**config.mk**
```make
export PLATFORM = sky130hd
export DESIGN_NAME = busmux_arbiter
export DESIGN_NICKNAME = d
export VERILOG_FILES = /design/src/rtl/busmux_arbiter_pkg.sv /design/src/rtl/busmux_arbiter_prio_enc.sv /design/src/rtl/busmux_arbiter.sv
export SDC_FILE = /design/constraint.sdc
export NUM_CORES = 1
export LEC_CHECK = 0
export BUFFER_PORTS_ARGS = -buffer_cell sky130_fd_sc_hd__buf_4
export CELL_PAD_IN_SITES_DETAIL_PLACEMENT = 0
export CELL_PAD_IN_SITES_GLOBAL_PLACEMENT = 2
export CORE_AREA = 8 8 335 337
export CTS_CLUSTER_DIAMETER = 40
export DETAILED_ROUTE_END_ITERATION = 16
export DIE_AREA = 0 0 343 345
export GPL_ROUTABILITY_DRIVEN = 0
export PLACE_DENSITY = 0.53
export SLEW_MARGIN = 5
export SYNTH_ARGS = -nofsm -noshare
export SYNTH_HDL_FRONTEND = slang
export SYNTH_HIERARCHICAL = 1
export SYNTH_SLANG_ARGS = --single-unit
```
**constraint.sdc**
```tcl
create_clock -name clock -period 18.04 [get_ports clock]
set_clock_uncertainty 0.2 [all_clocks]
set_input_delay 5.412 -clock clock [delete_from_list [all_inputs] [get_ports clock]]
set_output_delay 5.412 -clock clock [all_outputs]
set_load 0.005 [all_outputs]
```
**src/rtl/busmux_arbiter_pkg.sv**
```systemverilog
// Shared definitions for the busmux arbiter family.
//   state_t    : arbiter FSM state encoding (IDLE / GRANT / LOCK)
//   MODE_*     : arbitration mode selectors for the RR_MODE parameter
//   clog2      : ceiling log2, used to size encoded source indices
package busmux_arbiter_pkg;

  typedef enum logic [1:0] {
    ST_IDLE  = 2'd0,
    ST_GRANT = 2'd1,
    ST_LOCK  = 2'd2
  } state_t;

  localparam int unsigned MODE_FIXED = 0;
  localparam int unsigned MODE_RR    = 1;

  function automatic int unsigned clog2(input int unsigned v);
    int unsigned r;
    r = 0;
    while ((64'd1 << r) < 64'(v)) r++;
    return r;
  endfunction

endpackage

```
**src/rtl/busmux_arbiter_prio_enc.sv**
```systemverilog
// Rotated priority encoder.
//   req   : request vector, one bit per source
//   base  : index where the search starts; the search wraps modulo NUM_SRC
//   found : at least one request is active
//   idx   : first active request at or after base (0 when none found)
// Tie base to 0 for plain lowest-index-wins priority.
module busmux_prio_enc
  import busmux_arbiter_pkg::*;
#(
  parameter  int unsigned NUM_SRC = 24,
  localparam int unsigned SEL_W   = clog2(NUM_SRC)
) (
  input  logic [NUM_SRC-1:0] req,
  input  logic [SEL_W-1:0]   base,
  output logic               found,
  output logic [SEL_W-1:0]   idx
);

  int unsigned pos;

  always_comb begin
    found = 1'b0;
    idx   = '0;
    pos   = 0;
    for (int unsigned i = 0; i < NUM_SRC; i++) begin
      pos = 32'(base) + i;
      if (pos >= NUM_SRC) pos = pos - NUM_SRC;
      if (!found && req[SEL_W'(pos)]) begin
        found = 1'b1;
        idx   = SEL_W'(pos);
      end
    end
  end

endmodule

```
**src/rtl/busmux_arbiter.sv**
```systemverilog
// Registered shared-bus multiplexer with arbitration.
//   clock        : rising-edge clock
//   clear        : synchronous active-high reset, overrides all other inputs
//   src_data     : NUM_SRC packed source words, source i at [i*DATA_W +: DATA_W]
//   src_req      : per-source drive request
//   hold         : keep the current owner while it still requests
//   bus_out      : registered word of the owner, 0 when idle
//   bus_valid    : bus_out carries a granted source's data
//   grant        : one-hot owner, all zero when idle
//   grant_idx    : encoded owner, 0 when idle
//   conflict     : more than one request was active in the previous cycle
//   conflict_cnt : saturating count of conflict cycles
// RR_MODE selects fixed priority (lowest index) or round-robin from ptr.
module busmux_arbiter
  import busmux_arbiter_pkg::*;
#(
  parameter  int unsigned NUM_SRC = 24,
  parameter  int unsigned DATA_W  = 32,
  parameter  int unsigned RR_MODE = MODE_FIXED,
  parameter  int unsigned CNT_W   = 8,
  localparam int unsigned SEL_W   = clog2(NUM_SRC)
) (
  input  logic                      clock,
  input  logic                      clear,
  input  logic [NUM_SRC*DATA_W-1:0] src_data,
  input  logic [NUM_SRC-1:0]        src_req,
  input  logic                      hold,
  output logic [DATA_W-1:0]         bus_out,
  output logic                      bus_valid,
  output logic [NUM_SRC-1:0]        grant,
  output logic [SEL_W-1:0]          grant_idx,
  output logic                      conflict,
  output logic [CNT_W-1:0]          conflict_cnt
);

  state_t             state, state_nxt;
  logic [SEL_W-1:0]   ptr, ptr_nxt;
  logic [SEL_W-1:0]   enc_base, enc_idx, owner_nxt;
  logic               enc_found, keep, multi, own_nxt;
  logic [NUM_SRC-1:0] grant_nxt;

  assign enc_base = (RR_MODE == MODE_RR) ? ptr : '0;

  busmux_prio_enc #(
    .NUM_SRC (NUM_SRC)
  ) u_enc (
    .req   (src_req),
    .base  (enc_base),
    .found (enc_found),
    .idx   (enc_idx)
  );

  // Clearing the lowest set bit leaves something only if two or more bits were set.
  assign multi = |(src_req & (src_req - NUM_SRC'(1)));

  // Losing the lock falls straight through to arbitration in the same cycle,
  // so a release never inserts an idle bubble.
  always_comb begin
    state_nxt = ST_IDLE;
    owner_nxt = '0;
    ptr_nxt   = ptr;
    keep      = (state != ST_IDLE) && hold && src_req[grant_idx];
    if (keep) begin
      state_nxt = ST_LOCK;
      owner_nxt = grant_idx;
    end else if (enc_found) begin
      state_nxt = ST_GRANT;
      owner_nxt = enc_idx;
      if (RR_MODE == MODE_RR)
        ptr_nxt = (32'(enc_idx) == NUM_SRC - 1) ? '0 : enc_idx + SEL_W'(1);
    end
    own_nxt   = (state_nxt != ST_IDLE);
    grant_nxt = own_nxt ? (NUM_SRC'(1) << owner_nxt) : '0;
  end

  always_ff @(posedge clock) begin
    if (clear) begin
      state        <= ST_IDLE;
      ptr          <= '0;
      bus_out      <= '0;
      bus_valid    <= 1'b0;
      grant        <= '0;
      grant_idx    <= '0;
      conflict     <= 1'b0;
      conflict_cnt <= '0;
    end else begin
      state     <= state_nxt;
      ptr       <= ptr_nxt;
      bus_valid <= own_nxt;
      grant     <= grant_nxt;
      grant_idx <= owner_nxt;
      bus_out   <= own_nxt ? src_data[owner_nxt*DATA_W +: DATA_W] : '0;
      conflict  <= multi;
      if (multi && (conflict_cnt != '1))
        conflict_cnt <= conflict_cnt + CNT_W'(1);
    end
  end

endmodule

```
==> metrics.txt, run 1 <==
status complete, no violations; antenna violations before repair 30; Tmin final 12.77 ns; clock-pin slew on the worst setup and hold paths 0.08 ns; sequential area share after synthesis 0.0996; pwr/cell area 108 mW/mm2; drt pass-1 iters 5; Post-synth ARST share 0; critical path data arrival time 12.82 ns; library cells used by synthesis 101; crit start category primary input; Util after Layout 0.214; Worst Tran Pin Value 1.48 ns; Final ANT Viol Nets 0; CTS tree done; met2 wire length 72,100 um; Met1 Wirelength 62,300 um; final wirelength 147,000 um; die span in x 343 um; setup tns final 0 ns; Post-CTS Resized 0; HP Class register to register; routed length per placed instance 34.7 um; Post-Syn Instances 2,064; Max Freq 0.0783 GHz; cts hold-fix bufs 0; Yosys warnings 6; Final period util 0.708; Min Hold Slack 0.356 ns; number of buffers created by CTS 9; Post-synth EDFFs 0; initial DRC count 2,008; RSZ-0062 raised after global routing false; Mapped Area 0.0147 mm2; Layout Nets 3,639; post-route insts no fill 4,234; DRC viols 0; Max VDD drop 0.0000871 V; Initial Utilization 0.138; Placed Cells incl. Taps 4,212; Setup CP Type primary input to register; gr ovfl total 0; Critical Path End Type register; max-cap check violation count 0; P_leak 9.94 nW; most common cell after layout, fill and taps aside buf_4; Area growth syn-to-layout 55.5%; final setup fails 0; Syn Area/Cell 7.11 um2; commonest cells after routing, fill and taps aside buf_4 (895), nand2_1 (307), nand3_1 (203); WL met3 10,800 um; Rows 120; CTS sink count 73; number of register bits inferred by synthesis 73; CP Max Fanout 54; uppermost routed layer met5; share of cells above drive strength 1 0.367; worst relative slew slack 0.0101; main flop type after synthesis dfxtp_1; io pins 866; CORE AREA 0.107 mm2; Root Driver clkbuf_16; Clock Path Buffers 2; H-tree level count 3; pin count of the biggest net entering global routing 108; Worst-Skew Late Latency 0.39 ns; worst slack, placed 4.86 ns; number of global-route vias before repair 21,200; fillcell total 12,200; HPWL after DPL 123,000 um; Die Span Y 345 um; Final WS setup 5.27 ns; CP required 18.09 ns; Die ar. 0.118 mm2; post-CTS setup buffer count 0; total track usage 0.236; # port buffers 865; Vias 21,100; final hold vios 0; drt via density 4.98; Pins Over Slew Limit 0; first-pass GRT wire length 194,000 um
## power breakdown
part,switching [W],internal [W]
clock,0.000103,0.000137
combinational,0.00133,0.000654
sequential,0.0000304,0.000201
## sequential cells by signal, indices dropped and copies added, names as in the netlist
| name | flops |
|---|---|
| conflict_cnt | 8 |
| bus_out | 32 |
| conflict | 1 |
| state | 2 |
| bus_valid | 1 |
| grant_idx | 5 |
| grant | 24 |
## cell families after synthesis
kind of cell	synth area share
xor gates and xnor gates	0.0203
AOI/OAI and AO/OA	0.272
muxes	0.216
and+or+nand+nor	0.301
DFF	0.0996
adders and majority gates	0.0218
other	0.000256
buffers and inverters	0.0686
## cells in the mapped netlist, types with 7 or more instances
cell / count / area share
dfxtp_1: 73 / 0.10
a21oi_1: 84 / 0.029
nand2_1: 308 / 0.079
or2_2: 9 / 0.0038
nor2_1: 126 / 0.032
mux4_2: 30 / 0.046
or3_1: 13 / 0.0055
buf_2: 51 / 0.017
nand3b_1: 13 / 0.0066
a221oi_1: 117 / 0.070
mux2_2: 31 / 0.024
inv_1: 23 / 0.0059
o22ai_1: 17 / 0.0072
xnor2_1: 30 / 0.018
a32oi_1: 21 / 0.013
nand4_1: 23 / 0.0098
nor4_1: 14 / 0.0060
a221o_1: 19 / 0.013
a31oi_1: 23 / 0.0098
o21ai_1: 46 / 0.016
a21o_1: 12 / 0.0061
a21boi_0: 7 / 0.0036
nor3_1: 64 / 0.022
nor3b_1: 7 / 0.0036
buf_4: 19 / 0.0097
and2_1: 13 / 0.0055
mux2i_1: 207 / 0.14
nand2b_1: 16 / 0.0068
ha_1: 24 / 0.020
and3_1: 14 / 0.0060
o21a_1: 14 / 0.0072
a211o_1: 9 / 0.0054
clkbuf_1: 89 / 0.023
o211ai_1: 20 / 0.010
nor2b_1: 15 / 0.0064
a211oi_1: 11 / 0.0056
buf_6: 12 / 0.0092
o21ai_0: 92 / 0.031
nand3_1: 203 / 0.069
o31ai_1: 8 / 0.0041
## stage by stage
stage | total power (W) | area [um2]
after global placement | 0.00217 | 22500
after CTS | 0.00243 | 22800
after detailed placement | 0.00217 | 22500
final | 0.00245 | 22800
after global routing | 0.00259 | 22800
after floorplan | 0.00130 | 14800
## final timing paths
| path | start | to | slack (ns) | depth (start not counted) |
|---|---|---|---|---|
| max | src_req[4] | bus_out[31]$_SDFF_PP0_ | 5.27 | 21 |
| min | conflict_cnt[1]$_SDFFE_PP0P_ | conflict_cnt[1]$_SDFFE_PP0P_ | 0.36 | 2 |
| max reg2reg | grant_idx[1]$_SDFF_PP0_ | bus_out[31]$_SDFF_PP0_ | 12.28 | 10 |
| min reg2reg | conflict_cnt[1]$_SDFFE_PP0P_ | conflict_cnt[1]$_SDFFE_PP0P_ | 0.36 | 2 |
## metal layers
metal	global-route usage	up-vias
met5	0	-
met4	0.0256	2
met3	0.0532	86
met2	0.414	994
met1	0.302	10600
li1	-	9426
## layout make-up
type,count,area [um2],share of cell area
Inverter,26,97.6,0.00428
Multi-Input combinational cell,1814,12400,0.544
Antenna cell,6,15.0,0.000658
Clock inverter,6,115,0.00504
Tap cell,1403,1760,0.0769
Timing Repair Buffer,896,6740,0.295
Sequential cell,73,1460,0.0640
Clock buffer,10,229,0.0100
## critical path: stages
cell	delay (ns)
buf_4	0.14
mux2_2	0.28
mux4_2	0.56
and3_1	0.22
o21a_1	0.18
a31oi_1	0.32
nand4b_1	0.59
nand2b_1	0.71
nor4_4	0.64
mux2i_1	0.15
nand3_1	0.11
a21oi_1	0.06
o22ai_1	0.47
nand2_1	0.13
or4_1	0.49
nand2_4	0.55
buf_4	0.61
mux2i_1	0.25
mux2i_1	0.09
a32oi_1	0.48
o211ai_1	0.16
(Power assumes the default switching activity.)
==> run 2, diff against run 1 <==
--- a/config.mk
+++ b/config.mk
@@ -13,7 +13,7 @@
 export DETAILED_ROUTE_END_ITERATION = 16
 export DIE_AREA = 0 0 343 345
 export GPL_ROUTABILITY_DRIVEN = 0
-export PLACE_DENSITY = 0.53
+export PLACE_DENSITY = 0.55
 export SLEW_MARGIN = 5
 export SYNTH_ARGS = -nofsm -noshare
 export SYNTH_HDL_FRONTEND = slang
==> constraint.sdc (replaced) <==
create_clock -name clock -period 11.7 [get_ports clock]
set_clock_uncertainty 0.2 [all_clocks]
set_input_delay 3.51 -clock clock [delete_from_list [all_inputs] [get_ports clock]]
set_output_delay 3.51 -clock clock [all_outputs]
set_load 0.005 [all_outputs]
==> metrics.txt, run 2 (synthesized netlist as in run 1, its figures left out) <==
status complete, no violations; Critical Path End Type register; crit start category primary input; max reg flops 32; HP Start conflict_cnt[1]$_SDFFE_PP0P_; Die ar. 0.118 mm2; # port buffers 865; Setup CP Type primary input to register; drt via density 4.92; critical path data arrival time 10.13 ns; Layout Nets 3,667; share of cells above drive strength 1 0.375; pin count of the biggest net entering global routing 88; Crit. Startpoint src_req[6]; worst slack, placed 1.21 ns; CTS sink count 73; internal power 0.00155 W; Die Span Y 345 um; Initial Utilization 0.138; Tmin final 10.07 ns; Post-DP Area 0.0228 mm2; DRC viols 0; Gate power share 0.817; clock-pin slew on the worst setup and hold paths 0.08 ns; R2R cell count 11; post-CTS setup buffer count 0; Root Driver clkbuf_16; WHS Path Cells 2; final setup fails 0; pwr/cell area 166 mW/mm2; io pins 866; gr ovfl total 0; H-tree level count 3; commonest cells after routing, fill and taps aside buf_4 (919), nand2_1 (307), nand3_1 (203); first-pass GRT wire length 197,000 um; CP Max Fanout 36; Reg power frac 0.097; fin area 0.0231 mm2; Post-CTS Resized 0; Rows 120; HP Class register to register; Worst R2R End bus_out[4]$_SDFF_PP0_; cts hold-fix bufs 0; worst r2r src grant_idx[2]$_SDFF_PP0_; Worst R2R Setup Slack 6.02 ns; Worst-Skew Late Latency 0.41 ns; CORE AREA 0.107 mm2; Most flops, register bus_out; most common cell after layout, fill and taps aside buf_4; number of buffers created by CTS 9; CP required 11.76 ns; Max Freq 0.0993 GHz; Placed Cells incl. Taps 4,240; Area growth syn-to-layout 57.5%; CTS tree done; worst relative slew slack 0.234; Min Hold Slack 0.372 ns; Clock Path Buffers 2; routed length per placed instance 35.0 um; max-cap check violation count 0; setup tns final 0 ns; final hold vios 0; drt pass-1 iters 6; Pins Over Slew Limit 0; Final period util 0.861; switching pwr 0.00229 W; antenna violations before repair 57; number of global-route vias before repair 21,200; P_leak 10.1 nW; post-route insts no fill 4,278; Max VDD drop 0.000118 V; final wirelength 150,000 um; HPWL after DPL 128,000 um; Largest regs bus_out x32, grant x24, conflict_cnt x8; Hold Crit Endpoint conflict_cnt[1]$_SDFFE_PP0P_; RSZ-0062 raised after global routing false; Net Sw Frac 0.597; Final ANT Viol Nets 0; Vias 21,000; total track usage 0.241; Clock Power Share 0.086; Final WS setup 1.63 ns; Worst Tran Pin Value 1.15 ns; die span in x 343 um; initial DRC count 2,162
==> run 2: cell count changes in the layout (fill, tap and decap cells not counted), sizes merged <==
cell,delta
buf,+28
diode,+16
clkinv,+3
bufinv,-2
clkbuf,-1
==> run 2: critical path, stage by stage <==
cell and delay [ns]:
buf_4 0.15, mux2_2 0.27, mux4_2 0.56, mux2i_1 0.25
mux2i_1 0.28, nor3_2 0.57, nand2b_1 0.56, nor4_4 0.63
mux2i_1 0.13, nand3_1 0.12, a21oi_1 0.05, o22ai_1 0.51
nand2_1 0.14, or4_1 0.49, nand2_4 0.51, buf_4 0.30
mux2i_1 0.19, mux2i_1 0.10, a32oi_1 0.54, o211ai_1 0.20
==> run 2: power groups by stage <==
stage | sequential (W) | clock [W] | combinational [W]
detailed placement | 0.000375 | 0 | 0.00305
global placement | 0.000379 | 0 | 0.00306
floorplan | 0.000340 | 0 | 0.00166
CTS | 0.000372 | 0.000346 | 0.00306
finish | 0.000372 | 0.000330 | 0.00314
global route | 0.000377 | 0.000352 | 0.00332
==> run 2: metrics by stage <==
stage                     utilization  total power [W]
after floorplan                     -          0.00200
after global placement          0.213          0.00344
after detailed placement        0.213          0.00343
after CTS                       0.216          0.00378
after global routing            0.216          0.00404
final                           0.217          0.00384
==> run 2: final cells by class <==
| type | count | area (um2) |
|---|---|---|
| Sequential cell | 73 | 1460 |
| Timing Repair Buffer | 924 | 7000 |
| Fill cell | 12200 | 83500 |
| Clock inverter | 7 | 80.1 |
| Tap cell | 1403 | 1760 |
| Antenna cell | 22 | 55.1 |
| Clock buffer | 9 | 225 |
| Inverter | 26 | 97.6 |
| Multi-Input combinational cell | 1814 | 12400 |
==> run 2: worst max-delay path by stage <==
stage	endpoint	slack (ns)
2_1_floorplan	bus_out[29]$_SDFF_PP0_	3.45
6_report	bus_out[30]$_SDFF_PP0_	1.63
3_5_place_dp	bus_out[30]$_SDFF_PP0_	1.21
5_1_grt	bus_out[30]$_SDFF_PP0_	1.20
4_1_cts	bus_out[30]$_SDFF_PP0_	1.63
3_3_place_gp	bus_out[30]$_SDFF_PP0_	1.26
==> run 2: per-layer routing <==
layer / wire length [um] / up-vias / part of all wire / global-route usage
li1: - / 9504 / - / -
met1: 63500 / 10500 / 0.42 / 0.311
met2: 71700 / 977 / 0.48 / 0.405
met3: 12400 / 99 / 0.083 / 0.0655
met4: 1990 / 12 / 0.013 / 0.0385
met5: 78 / - / 0.00052 / 0
==> run 3, diff against run 2 <==
--- a/config.mk
+++ b/config.mk
@@ -5,15 +5,17 @@
 export SDC_FILE = /design/constraint.sdc
 export NUM_CORES = 1
 export LEC_CHECK = 0
+export ABC_AREA = 1
 export BUFFER_PORTS_ARGS = -buffer_cell sky130_fd_sc_hd__buf_4
 export CELL_PAD_IN_SITES_DETAIL_PLACEMENT = 0
 export CELL_PAD_IN_SITES_GLOBAL_PLACEMENT = 2
 export CORE_AREA = 8 8 335 337
 export CTS_CLUSTER_DIAMETER = 40
+export CTS_CLUSTER_SIZE = 14
 export DETAILED_ROUTE_END_ITERATION = 16
 export DIE_AREA = 0 0 343 345
 export GPL_ROUTABILITY_DRIVEN = 0
-export PLACE_DENSITY = 0.55
+export PLACE_DENSITY = 0.67
 export SLEW_MARGIN = 5
 export SYNTH_ARGS = -nofsm -noshare
 export SYNTH_HDL_FRONTEND = slang
==> metrics.txt, run 3 <==
max reg flops 32; internal power 0.00141 W; Die ar. 0.118 mm2; CP Max Fanout 59; total track usage 0.241; Mapped Area 0.0169 mm2; Worst-Skew Late Latency 0.37 ns; Final ANT Viol Nets 0; RSZ-0062 raised after global routing false; cts hold-fix bufs 0; P_leak 14.5 nW; Post-CTS Resized 0; Post-synth EDFFs 0; Critical Path End Type register; Root Driver clkbuf_16; DRC viols 0; worst slack, placed 1.66 ns; status complete, no violations; Reg power frac 0.091; Layout Nets 5,087; Final period util 0.832; critical path data arrival time 9.84 ns; die span in x 343 um; final hold vios 0; CORE AREA 0.107 mm2; Area growth syn-to-layout 48.0%; share of cells above drive strength 1 0.233; number of global-route vias before repair 25,200; gr ovfl total 0; Post-synth top cells nand2_1 (943), nand3_1 (844), inv_1 (689), nor2_1 (433), buf_2 (108); final setup fails 0; Vias 25,500; # port buffers 865; H-tree level count 3; Initial Utilization 0.158; Yosys warnings 6; pin count of the biggest net entering global routing 151; sequential area share after synthesis 0.0867; Worst R2R Setup Slack 6.36 ns; Post-Syn Instances 3,521; CTS sink count 73; WP buf/inv 5; main area contributors after synthesis nand3_1 (25%), nand2_1 (21%), inv_1 (15%); Syn Area/Cell 4.79 um2; Setup CP Type primary input to register; Top delay family on crit path simple AND/OR/NAND/NOR gates; library cells used by synthesis 53; switching pwr 0.00268 W; drt pass-1 iters 5; setup tns final 0 ns; Clock Power Share 0.070; HP Class register to register; routed length per placed instance 26.5 um; worst relative slew slack 0.329; crit start category primary input; Util after Layout 0.234; number of buffers created by CTS 9; antenna violations before repair 35; number of register bits inferred by synthesis 73; max-cap check violation count 0; Post-synth ARST share 0; most common cell after layout, fill and taps aside nand2_1; Clock Path Buffers 2; CTS tree done; cell mode on critical path nand2_1; Gate power share 0.839; Crit-path slowest cell buf_4; Tmin final 9.74 ns; CP required 11.81 ns; commonest cells after routing, fill and taps aside nand2_1 (940), buf_4 (892), nand3_1 (843); Final WS setup 1.96 ns; post-synth top area cell nand3_1; Max VDD drop 0.000191 V; main flop type after synthesis dfxtp_1; most common cell in the netlist nand2_1; Largest regs bus_out x32, grant x24, conflict_cnt x8; post-CTS setup buffer count 0; Die Span Y 345 um; critical path's largest stage delay 0.71 ns; Max Freq 0.103 GHz; Most flops, register bus_out; io pins 866; pwr/cell area 164 mW/mm2; Rows 120; Synth top area share 0.251; Pins Over Slew Limit 0; final wirelength 151,000 um; Worst Tran Pin Value 1.01 ns; drt via density 4.48; first-pass GRT wire length 205,000 um; initial DRC count 2,104; Net Sw Frac 0.655; HPWL after DPL 128,000 um; clock-pin slew on the worst setup and hold paths 0.06 ns
==> run 3: changes by cell type after synthesis, moves of 117 or more <==
cell	before	now
nand2_1	308	943
nand3_1	203	844
inv_1	23	689
a221oi_1	117	0
mux2i_1	207	1
nor2_1	126	433
==> run 3: final cells by class <==
type | count | area (um2)
multi-input cells | 2581 | 12000
fillers | 13000 | 81700
flip-flops and latches | 73 | 1460
inverters | 710 | 2670
clock buffers | 12 | 256
well taps | 1403 | 1760
clock inverters | 4 | 27.5
repair buffers | 893 | 6720
diodes | 20 | 50.0
==> run 3: worst paths after layout <==
path                                     start                            to  depth (start not counted)
hold / removal    conflict_cnt[4]$_SDFFE_PP0P_  conflict_cnt[4]$_SDFFE_PP0P_                          2
setup reg to reg       grant_idx[0]$_SDFF_PP0_        bus_out[11]$_SDFF_PP0_                         20
hold reg to reg   conflict_cnt[4]$_SDFFE_PP0P_  conflict_cnt[4]$_SDFFE_PP0P_                          2
setup / recovery                    src_req[5]        bus_out[11]$_SDFF_PP0_                         30
==> run 3: per-stage QoR <==
step	hold slack, ns	power, W	area [um2]	instances
final	0.324	0.00409	24900	5696
after global routing	0.370	0.00439	24900	5685
after CTS	0.322	0.00408	24900	5676
after detailed placement	0.312	0.00378	24600	5660
after global placement	0.318	0.00381	24600	5660
after floorplan	0.298	0.00218	17000	3551
==> run 3: cell families after synthesis <==
family	synth area share
buffers and inverters	0.214
other	0.000223
multiplexers	0.000594
AO/OA/AOI/OAI	0.0492
XOR/XNOR	0.0143
AND/OR/NAND/NOR	0.618
adder cells (fa/ha/maj)	0.0178
flip-flops	0.0867
==> run 3: worst min-delay path, cell delays in order, from the launching register on <==
cell,delay (ns)
dfxtp_1,0.34
nand2_1,0.07
a21oi_1,0.06
==> run 3: metal layers <==
metal,global-route usage,wire (um),share of wire,vias up
met5,0,63,0.00042,-
met4,0.0331,2350,0.016,10
met3,0.0587,12200,0.081,90
met2,0.409,71300,0.47,944
met1,0.314,64700,0.43,12100
li1,-,-,-,12400
==> run 3: power groups by stage <==
stage / clock network (W) / logic (W) / registers (W)
final: 0.000286 / 0.00343 / 0.000373
after detailed placement: 0 / 0.00341 / 0.000373
after global routing: 0.000298 / 0.00371 / 0.000376
after floorplan: 0 / 0.00184 / 0.000341
after CTS: 0.000288 / 0.00342 / 0.000370
after global placement: 0 / 0.00343 / 0.000378
